### config.mk
export PLATFORM = sky130hd
export DESIGN_NAME = phase_dac_serializer
export DESIGN_NICKNAME = d
export VERILOG_FILES = /design/src/rtl/phase_dac_serializer.sv
export SDC_FILE = /design/constraint.sdc
export NUM_CORES = 1
export LEC_CHECK = 0
export CAP_MARGIN = 5
export CORE_MARGIN = 5
export CORE_UTILIZATION = 55
export DETAILED_ROUTE_END_ITERATION = 10
export PLACE_DENSITY = 0.81
export SYNTH_ARGS = -nofsm -noshare
export SYNTH_HDL_FRONTEND = slang
export SYNTH_SLANG_ARGS = --single-unit
### constraint.sdc
create_clock -name i_clk -period 3 [get_ports i_clk]
set_input_delay 0.45 -clock i_clk [delete_from_list [all_inputs] [get_ports i_clk]]
set_output_delay 0.45 -clock i_clk [all_outputs]
set_load 0.01 [all_outputs]
### src/rtl/phase_dac_serializer.sv
// phase_dac_serializer: converts a 32-bit phase sample to a 16-bit DAC code and shifts it out MSB first over SPI
// Optional feature macro: PHASE_DAC_SAT_EN (clamp to 16-bit signed range and report saturation on o_sat)
module phase_dac_serializer #(
    parameter int CLK_DIV    = 2,
    parameter bit OFFSET_BIN = 1'b1
) (
    input  logic               i_clk,
    input  logic               i_rst_n,
    input  logic               i_update,
    input  logic signed [31:0] i_data,
    output logic               o_dac_sclk,
    output logic               o_dac_cs_n,
    output logic               o_dac_sdi,
    output logic               o_busy,
    output logic [15:0]        o_code,
    output logic               o_sat,
    output logic               o_overrun
);
    typedef enum logic [1:0] {IDLE = 2'b00, SHIFT = 2'b01, HOLD = 2'b10} state_t;
    localparam logic [7:0] DIV    = 8'(CLK_DIV);
    localparam logic [7:0] DIV_M1 = 8'(CLK_DIV - 1);
    state_t      state, state_next;
    logic [7:0]  cnt;
    logic [4:0]  half;
    logic [15:0] sr, v, conv_code, pend_code, load_code;
    logic        conv_sat, pend_sat, pend_valid, load_sat;
    logic        div_end, last_half, start, consume, load, store;
    // reduce the 32-bit sample to a 16-bit value and map it to the DAC code format
    always_comb begin
`ifdef PHASE_DAC_SAT_EN
        conv_sat = (i_data > 32'sd32767) || (i_data < -32'sd32768);
        v = (i_data > 32'sd32767) ? 16'h7fff : (i_data < -32'sd32768) ? 16'h8000 : i_data[15:0];
`else
        conv_sat = 1'b0;
        v = i_data[15:0];
`endif
        conv_code = OFFSET_BIN ? {~v[15], v[14:0]} : v;
    end
    assign div_end   = (state == SHIFT) && (cnt == DIV_M1);
    assign last_half = (half == 5'd31);
    assign start     = (state == IDLE) && i_update;
    assign consume   = (state == HOLD) && (cnt == DIV);
    assign load      = start || consume;
    assign store     = i_update && (state != IDLE);
    assign load_code = start ? conv_code : pend_code;
    assign load_sat  = start ? conv_sat : pend_sat;
    // state register
    always_ff @(posedge i_clk or negedge i_rst_n) begin
        if (!i_rst_n) state <= IDLE;
        else          state <= state_next;
    end
    // next state: HOLD is stretched by one cycle when another frame is queued so CS stays high CLK_DIV+1 cycles
    always_comb begin
        state_next = state;
        case (state)
            IDLE:    state_next = i_update ? SHIFT : IDLE;
            SHIFT:   state_next = (div_end && last_half) ? HOLD : SHIFT;
            HOLD:    state_next = consume ? SHIFT :
                                  ((cnt == DIV_M1) && !(pend_valid || i_update)) ? IDLE : HOLD;
            default: state_next = IDLE;
        endcase
    end
    // outputs decoded from state; SDI is forced low outside a frame
    always_comb begin
        o_busy     = (state != IDLE);
        o_dac_cs_n = (state != SHIFT);
        o_dac_sdi  = (state == SHIFT) && sr[15];
    end
    // timing counters, serial clock, shift register and one-deep pending buffer
    always_ff @(posedge i_clk or negedge i_rst_n) begin
        if (!i_rst_n) begin
            cnt        <= '0;
            half       <= '0;
            o_dac_sclk <= 1'b0;
            sr         <= '0;
            o_code     <= '0;
            o_sat      <= 1'b0;
            o_overrun  <= 1'b0;
            pend_valid <= 1'b0;
            pend_code  <= '0;
            pend_sat   <= 1'b0;
        end else begin
            cnt        <= (state_next != state || div_end || state == IDLE) ? 8'd0 : cnt + 8'd1;
            half       <= (state != SHIFT || state_next != SHIFT) ? 5'd0 : half + 5'(div_end);
            o_dac_sclk <= (state_next == SHIFT) && (o_dac_sclk ^ div_end);
            sr         <= load ? load_code : (div_end && o_dac_sclk && !last_half) ? {sr[14:0], 1'b0} : sr;
            o_code     <= load ? load_code : o_code;
            o_sat      <= load && load_sat;
            o_overrun  <= store && pend_valid && !consume;
            pend_valid <= store || (pend_valid && !consume);
            pend_code  <= store ? conv_code : pend_code;
            pend_sat   <= store ? conv_sat : pend_sat;
        end
    end
endmodule

==> Word-level counts from Yosys, hierarchy flattened <==
Cells that the tools add are included.
{ "totals": {"regBits": 66, "latchBits": 0, "mem_bits_rw": 0, "rom_bits": 0, "inputBits": 35, "word_cells": 57, "memories": 0} }
{ "op_classes": {"n_addsub": 2, "mul": 0, "div": 0, "order_cmp": 0, "eq_ne": 9, "shift": 0, "muxes": 10, "bitwise": 2, "n_reduce_logical": 25} }
{ "op_table": {"columns": ["operator", "n"], "rows": [
  ["$mux 16", 3],
  ["$logic_and 1x1->1", 13],
  ["$add 8x1->8 const B", 1],
  ["$eq 8x1->1 const B", 1],
  ["$eq 8x2->1 const B", 1],
  ["$mux 8", 1],
  ["$logic_or 1x1->1", 6],
  ["$mux 2", 3],
  ["$pmux 2 s3", 1],
  ["$add 5x1->5", 1],
  ["$eq 5x5->1 const B", 1],
  ["$mux 5", 1],
  ["$eq 2x1->1 const B", 2],
  ["$ne 2x1->1 const B", 2],
  ["$reduce_bool 2->1", 2],
  ["$logic_not 1->1", 3],
  ["$eq 2x2->1 const B", 1],
  ["$logic_not 2->1", 1],
  ["$ne 2x2->1", 1],
  ["$mux 1", 1],
  ["$not 1->1", 1],
  ["$xor 1x1->1", 1]
]} }

==> Depth between registers and ports, before layout <==
Gate-level depths: netlist (run 1).
{ "logic_depth": {"depth_word": 10, "depth_mapped": 9, "ltp_nobuf": 9} }

==> Least setup slack after synthesis (run 1) <==
Ideal clock, no wire load.
{ "synth_timing": {"path_type": "reg-to-reg", "startpoint": "register cnt[2]", "endpoint": "register sr[6]", "t_arrival_ns": 1.864, "required_time_ns": 2.870, "setup_slack_ns": 1.006, "path_stages_with_launch": 9, "n_path_buf": 1, "path_cell_list": "dfrtp_1 nor4_4 nand3_1 nor2_1 ha_1 o21ai_2 buf_2 mux2i_1 a21oi_1"} }
{ "synth_between": {"elab_chain_cells": 5, "word_cells_on_any_way": 9} }
{ "synth_lines": {"columns": ["item", "line_no", "source"], "rows": [
  ["start: declaration", "23", "logic [7:0] cnt;"],
  ["start signal: assignment", "83", "cnt <= (state_next != state || div_end || state == IDLE) ? 8'd0 : cnt + 8'd1;"],
  ["$eq 8x1->1", "39", "assign div_end = (state == SHIFT) && (cnt == DIV_M1);"],
  ["$logic_and 1x1->1", "39", null],
  ["$logic_and 1x1->1 (2 in series)", "86", "sr <= load ? load_code : (div_end && o_dac_sclk && !last_half) ? {sr[14:0], 1'b0} : sr;"],
  ["$reduce_bool 2->1 (no line)", null, null],
  ["end signal: assignment", "86", null],
  ["end: declaration", "25", "logic [15:0] sr, v, conv_code, pend_code, load_code;"]
]} }
Parallel ways exist; a longest one is shown, timed or not.
A chain may end at the register's enable or synchronous reset.

==> Worst setup path after layout (run 1) <==
{ "layout_timing": {"startpoint": "register cnt[2]", "endpoint": "register sr[5]"} }
The elaborated chain is that of the path after synthesis.

==> flow_metrics.env, run 1 <==
export IMPL_path_clk_slew_ns=0.07
export IMPL_grt_max_degree=35
export IMPL_grt_pass1_vias=2130
export IMPL_via_count=1901
export IMPL_total_power_mw=3.082
export IMPL_drive_gt1_frac=0.2055
export IMPL_cp_startpoint="cnt[2]"
export IMPL_pin_count=57
export IMPL_finalCritPeriodShare=0.7419
export IMPL_grt_pass1_wl_um=9432
export IMPL_async_flop_share=1.000
export IMPL_clock_sink_count=66
export IMPL_critPathBufInv=0
export IMPL_n_antenna_cell=0
export IMPL_htree_num_levels=3
export IMPL_clk_path_buf_depth=2
export IMPL_grt_usage=0.1680
export IMPL_final_nets=329
export IMPL_port_buffers=39
export IMPL_core_rowCount=26
export IMPL_tns_ns=0
export IMPL_synth_edf_count=0
export IMPL_wl_per_cell_um=14.65
export IMPL_synthCells=244
export IMPL_clk_latency_ns=0.34
export IMPL_place_congestion=0.7974
export IMPL_path_max_fanout=16
export IMPL_drt_total_wl_um=5304
export IMPL_hold_class="in -> async"
export IMPL_critPathTopFamily="simple AND/OR/NAND/NOR gates"
export IMPL_hold_viol_final=0
export IMPL_hold_buffers=0
export IMPL_cp_num_cells=7
export IMPL_synth_seq_cells=66
export IMPL_status="complete, no violations"
export IMPL_synth_top_area_frac=0.5648
export IMPL_worstPathCellList="nor4_4 -> nand3_1 -> nor2_1 -> ha_1 -> o21ai_2 -> mux2i_1 -> a21oi_2"
export IMPL_maxSlewViolCount=0
export IMPL_r2r_cells=7
export IMPL_fin_worst_skew_ns=0.01079
export IMPL_final_setup_viol_count=0
export IMPL_peakVddDrop_mv=0.4245
export IMPL_leakage_nw=1.686
export IMPL_max_freq_ghz=0.4493
export IMPL_crit_end="sr[5]"
export IMPL_cts_tree="yes"
export IMPL_synth_top_area_cell="dfrtp_1"
export IMPL_rsz0062_at_grt="false"
export IMPL_post_cts_resized=0
export IMPL_r2r_start="cnt[2]"
export IMPL_regToRegEndpoint="sr[5]"
export IMPL_firstDrtPassIters=4
export IMPL_n_fill_cell=394
export IMPL_netlist_area_um2=2924
export IMPL_antenna_left=0
export IMPL_start_util=0.5689
export IMPL_relSlewSlack=0.3164
export IMPL_arrival_ns=2.43
export IMPL_power_density_nw_per_um2=858.8
export IMPL_grt_ovfl_total=0
export IMPL_design_die_area_um2=6875
export IMPL_detailed_place_hpwl_um=3571
export IMPL_startpoint_type="flop"
export IMPL_ys_types=34
export IMPL_cts_root_buf="clkbuf_8"
export IMPL_fin_ws_ns=0.7744
export IMPL_maxCapViolCount=0
export IMPL_cp_required_ns=3.21
export IMPL_yosysSeqAreaShare=0.5648
export IMPL_synth_area_top_cells="dfrtp_1, a21oi_2, mux2_2"
export IMPL_worst_pin_slew_ns=1.025
export IMPL_worst_path_max_delay_cell="dfrtp_1"
export IMPL_place_ws_ns=0.7677
export IMPL_grt_antenna_before_repair=0
export IMPL_yosys_most_used_dff="dfrtp_1"
export IMPL_route_detailed_drc=0
export IMPL_die_h_um=82.92
export IMPL_critPathKind="reg -> reg"
export IMPL_ys_warn_count=0
export IMPL_post_cts_buffers=0
export IMPL_slowest_delay_ns=0.45
export IMPL_die_width_um=82.92
export IMPL_period_minus_slack_ns=2.226
export IMPL_synth_nets=285
export IMPL_avgSynthCellArea_um2=11.98
export IMPL_cts_inserted_buffers=9
export IMPL_avgViaCountPerCell=5.251
export IMPL_synthToLayoutAreaGrowth_pct=22.72
export IMPL_drtIter0Drc=83
export IMPL_end_kind="flop"
export IMPL_floorplan_core_area_um2=5140
export IMPL_r2r_setup_slack_ns=0.77
==> synthesized netlist by cell type, types with 2 or more instances <==
cell type and count:
a21oi_1 10, dfrtp_1 66, xor2_1 4, buf_6 4, nand3_1 7, a21oi_2 20, nor2b_1 2, nand2_1 8
inv_1 22, mux2i_1 16, mux2_2 15, ha_1 6, buf_2 2, o22ai_1 15, xnor2_1 5, o21ai_0 3
and3_1 5, clkbuf_1 2, nor2_1 17
==> power by group <==
| part | total [mW] | internal [mW] | switching (mW) |
|---|---|---|---|
| sequential | 1.32 | 1.15 | 0.166 |
| clock | 0.887 | 0.551 | 0.335 |
| combinational | 0.876 | 0.480 | 0.397 |
| total | 3.08 | 2.18 | 0.898 |
==> metal layers <==
metal / wire (um) / track usage / up-vias / part of all wire
li1: - / - / 925 / -
met1: 2409 / 0.1973 / 932 / 0.45
met2: 2598 / 0.2850 / 40 / 0.49
met3: 258 / 0.05545 / 4 / 0.049
met4: 37 / 0.06389 / 0 / 0.0070
met5: 0 / 0 / - / 0
==> area by class of cell <==
type / instances / area [um2] / area share
tap: 70 / 87.58 / 0.02441
multi-input combinational: 147 / 1120 / 0.3121
sequential: 66 / 1652 / 0.4603
inverter: 22 / 82.58 / 0.02301
timing repair buffer: 42 / 407.9 / 0.1137
clock buffer: 9 / 123.9 / 0.03452
clock inverter: 6 / 115.1 / 0.03208
==> worst register-to-register path, cell delays in order (launching register included) <==
cell and delay, ns:
dfrtp_1 0.45, nor4_4 0.41, nand3_1 0.21, nor2_1 0.19, ha_1 0.19, o21ai_2 0.28
mux2i_1 0.30, a21oi_2 0.07
==> logic make-up after synthesis <==
logic type               Yosys count  synth area share
AO/OA/AOI/OAI                     54            0.1309
other                              1          0.001282
XOR/XNOR                           9           0.02696
multiplexers                      31            0.1125
adder cells (fa/ha/maj)            6           0.02567
buffers and inverters             31           0.05220
flip-flops                        66            0.5648
AND/OR/NAND/NOR                   46           0.08558
==> worst min-delay path by stage <==
stage                             start            end  slack [ns]  depth (start not counted)
after CTS                       i_rst_n   pend_code[4]        0.18                          1
after floorplan                 i_rst_n         cnt[0]        0.15                          0
final                           i_rst_n   pend_code[4]        0.16                          1
after detailed placement  pend_code[15]  pend_code[15]        0.47                          2
after global routing            i_rst_n          sr[5]        0.22                          1
after global placement    pend_code[15]  pend_code[15]        0.47                          2
==> metrics by stage <==
step	hold WS, ns	cell area [um2]	cells	utilization
5_1_grt	0.2217	3588	362	0.6982
3_5_place_dp	0.4731	3349	347	0.6517
2_1_floorplan	0.1544	2924	244	-
3_3_place_gp	0.4672	3349	347	0.6517
4_1_cts	0.1788	3588	362	0.6982
6_report	0.1637	3588	362	0.6982
==> flip-flops by register name, summed over array words and instances, names as in the netlist <==
| register | cells |
|---|---|
| state | 2 |
| cnt | 8 |
| o_code | 16 |
| pend_code | 16 |
| half | 5 |
| pend_valid | 1 |
| sr | 16 |
| o_dac_sclk | 1 |
| o_overrun | 1 |
==> cells in the final DEF, fill, tap and decap left out, types with 2 or more instances in the layout <==
master	count
clkbuf_8	9
o22ai_1	15
mux2_2	15
nor2b_1	2
o21ai_0	3
mux2i_1	16
ha_1	6
inv_1	22
a21oi_2	20
bufinv_16	3
a21oi_1	10
clkdlybuf4s50_1	38
xnor2_1	5
xor2_1	4
nor2_1	17
buf_4	3
nand2_1	8
nand3_1	7
dfrtp_1	66
and3_1	5
No activity file was read; power rests on OpenSTA's default activity.
==> inputs of run 2 (changes only) <==
CORE_UTILIZATION = 46   (was 55)
PLACE_DENSITY = 0.72   (was 0.81)
clock period = 1.85 ns   (was 3 ns; I/O delays follow)
==> run 2 against run 1 <==
  * Largest power group unchanged
  * Via count grew 6.4%
  * Clock skew shrank 0.0035 ns
  * Cell count grew 8.3%
  * Worst setup slack lost 0.84 ns
  * Combinational power grew 100%
  * Worst hold slack gained 0.18 ns
  * Largest cell class unchanged
  * Sequential share of layout area shrank 3.8 points
  * The flow now finishes with violations (negative setup slack)
==> flow_metrics.env, run 2 (synthesis gave the netlist of run 1 again) <==
export IMPL_cts_inserted_buffers=9
export IMPL_path_clk_slew_ns=0.07
export IMPL_fin_worst_skew_ns=0.007258
export IMPL_grt_antenna_before_repair=0
export IMPL_start_util=0.4658
export IMPL_die_width_um=89.73
export IMPL_final_nets=351
export IMPL_layout_common_cells="dfrtp_1, clkdlybuf4s50_1, inv_1, a21oi_2, buf_4"
export IMPL_clock_sink_count=66
export IMPL_r2r_start="cnt[2]"
export IMPL_firstDrtPassIters=4
export IMPL_n_antenna_cell=0
export IMPL_cp_required_ns=2.06
export IMPL_critPathKind="reg -> reg"
export IMPL_cts_root_buf="clkbuf_8"
export IMPL_avgViaCountPerCell=5.161
export IMPL_netSwitchingPower_mw=1.587
export IMPL_grt_usage=0.1527
export IMPL_period_minus_slack_ns=1.912
export IMPL_synthToLayoutAreaGrowth_pct=33.85
export IMPL_clock_power_share=0.224
export IMPL_maxCapViolCount=0
export IMPL_switching_share=0.3135
export IMPL_arrival_ns=2.12
export IMPL_pin_count=57
export IMPL_rsz0062_at_grt="true"
export IMPL_via_count=2023
export IMPL_post_place_cells=366
export IMPL_leakage_nw=1.786
export IMPL_path_max_fanout=8
export IMPL_drtIter0Drc=75
export IMPL_final_common_cell="dfrtp_1"
export IMPL_maxSlewViolCount=0
export IMPL_clk_latency_ns=0.34
export IMPL_drt_total_wl_um=6086
export IMPL_r2r_cells=7
export IMPL_violations="negative setup slack"
export IMPL_comb_power_share=0.351
export IMPL_antenna_left=0
export IMPL_core_rowCount=29
export IMPL_die_h_um=89.73
export IMPL_seq_power_share=0.426
export IMPL_finalCritPeriodShare=1.034
export IMPL_peakVddDrop_mv=0.7676
export IMPL_fin_ws_ns=-0.06248
export IMPL_cts_tree="yes"
export IMPL_tns_ns=-0.3411
export IMPL_status="finished with violations"
export IMPL_place_ws_ns=-0.004049
export IMPL_floorplan_core_area_um2=6277
export IMPL_end_kind="flop"
export IMPL_final_cells=392
export IMPL_power_density_nw_per_um2=1294
export IMPL_intPower_mw=3.476
export IMPL_design_die_area_um2=8051
export IMPL_hold_viol_final=0
export IMPL_detailed_place_hpwl_um=3800
export IMPL_port_buffers=39
export IMPL_n_fill_cell=518
export IMPL_grt_pass1_wl_um=9998
export IMPL_final_setup_viol_count=10
export IMPL_r2r_setup_slack_ns=-0.06
export IMPL_drive_gt1_frac=0.3302
export IMPL_htree_num_levels=3
export IMPL_max_freq_ghz=0.5229
export IMPL_hold_class="in -> async"
export IMPL_grt_ovfl_total=0
export IMPL_startpoint_type="flop"
export IMPL_place_congestion=0.7811
export IMPL_wl_per_cell_um=15.53
export IMPL_grt_max_degree=60
export IMPL_clk_path_buf_depth=2
export IMPL_reg_top3="o_code (16), pend_code (16), sr (16)"
export IMPL_regToRegEndpoint="sr[5]"
export IMPL_route_detailed_drc=0
export IMPL_grt_pass1_vias=2103
==> run 2: cell count changes in the layout (fill, tap and decap cells not counted), sizes merged, moves of 2 or more <==
cell and delta:
buf +19, clkbuf +4, bufinv -2, clkdlybuf4s50 -2
==> run 2: cell type report <==
type / instances / area, um2 / area share
repair buffers: 62 / 586.8 / 0.1499
inverters: 22 / 82.58 / 0.02110
well taps: 77 / 96.34 / 0.02462
multi-input cells: 149 / 1316 / 0.3363
flip-flops and latches: 66 / 1653 / 0.4223
clock inverters: 3 / 40.04 / 0.01023
clock buffers: 13 / 138.9 / 0.03549
==> run 2: per-stage QoR <==
stage / total power, mW / utilization / hold WS [ns] / instance area (um2)
6_report: 5.063 / 0.6235 / 0.3425 / 3914
5_1_grt: 5.416 / 0.6235 / 0.3582 / 3914
4_1_cts: 4.911 / 0.5898 / 0.3390 / 3702
3_5_place_dp: 3.737 / 0.5561 / 0.1467 / 3491
3_3_place_gp: 3.675 / 0.5561 / 0.1400 / 3491
2_1_floorplan: 3.084 / - / -0.01809 / 2948
==> run 2: power by group through the flow <==
stage / sequential [mW] / combinational, mW / clock [mW]
6_report: 2.15 / 1.77 / 1.13
5_1_grt: 2.21 / 1.96 / 1.25
4_1_cts: 2.12 / 1.62 / 1.16
3_5_place_dp: 2.14 / 1.59 / 0
3_3_place_gp: 2.13 / 1.55 / 0
2_1_floorplan: 2.17 / 0.915 / 0
==> run 2: worst max path at each step <==
stage	slack, ns	startpoint	endpoint	cells past startpoint
CTS	-0.01	cnt[4]	sr[5]	7
detailed placement	-0.004	cnt[4]	half[4]	8
floorplan	-0.01	cnt[4]	sr[6]	8
finish	-0.06	cnt[2]	sr[5]	7
global placement	0.02	cnt[4]	sr[5]	7
global route	-0.15	cnt[2]	sr[14]	7
==> run 2: worst max-delay path: stages, from the launching register on <==
cell and delay (ns):
dfrtp_2 0.43, nor4_4 0.35, nand3_2 0.16, nor2_4 0.19, ha_4 0.19, o21ai_4 0.14, mux2i_2 0.24, a21oi_2 0.07
==> run 2: repair_timing <==
item | 4_1_cts | 5_1_grt
hold buffers | 1 | 0
gates resized for setup | 4 | 27
cloned | 1 | 1
pin swaps | 0 | 20
setup buffers | 0 | 7
endpoints found under the hold margin | 7 | 0
setup endpoints to repair | 8 | 18
==> run 2: per-layer routing <==
metal  up-vias  wire, um  global-route usage
met3        12       226             0.03756
met4         0       133             0.08060
met5         -         0                   0
li1        973         -                   -
met1       998      2931              0.2080
met2        40      2795              0.2244
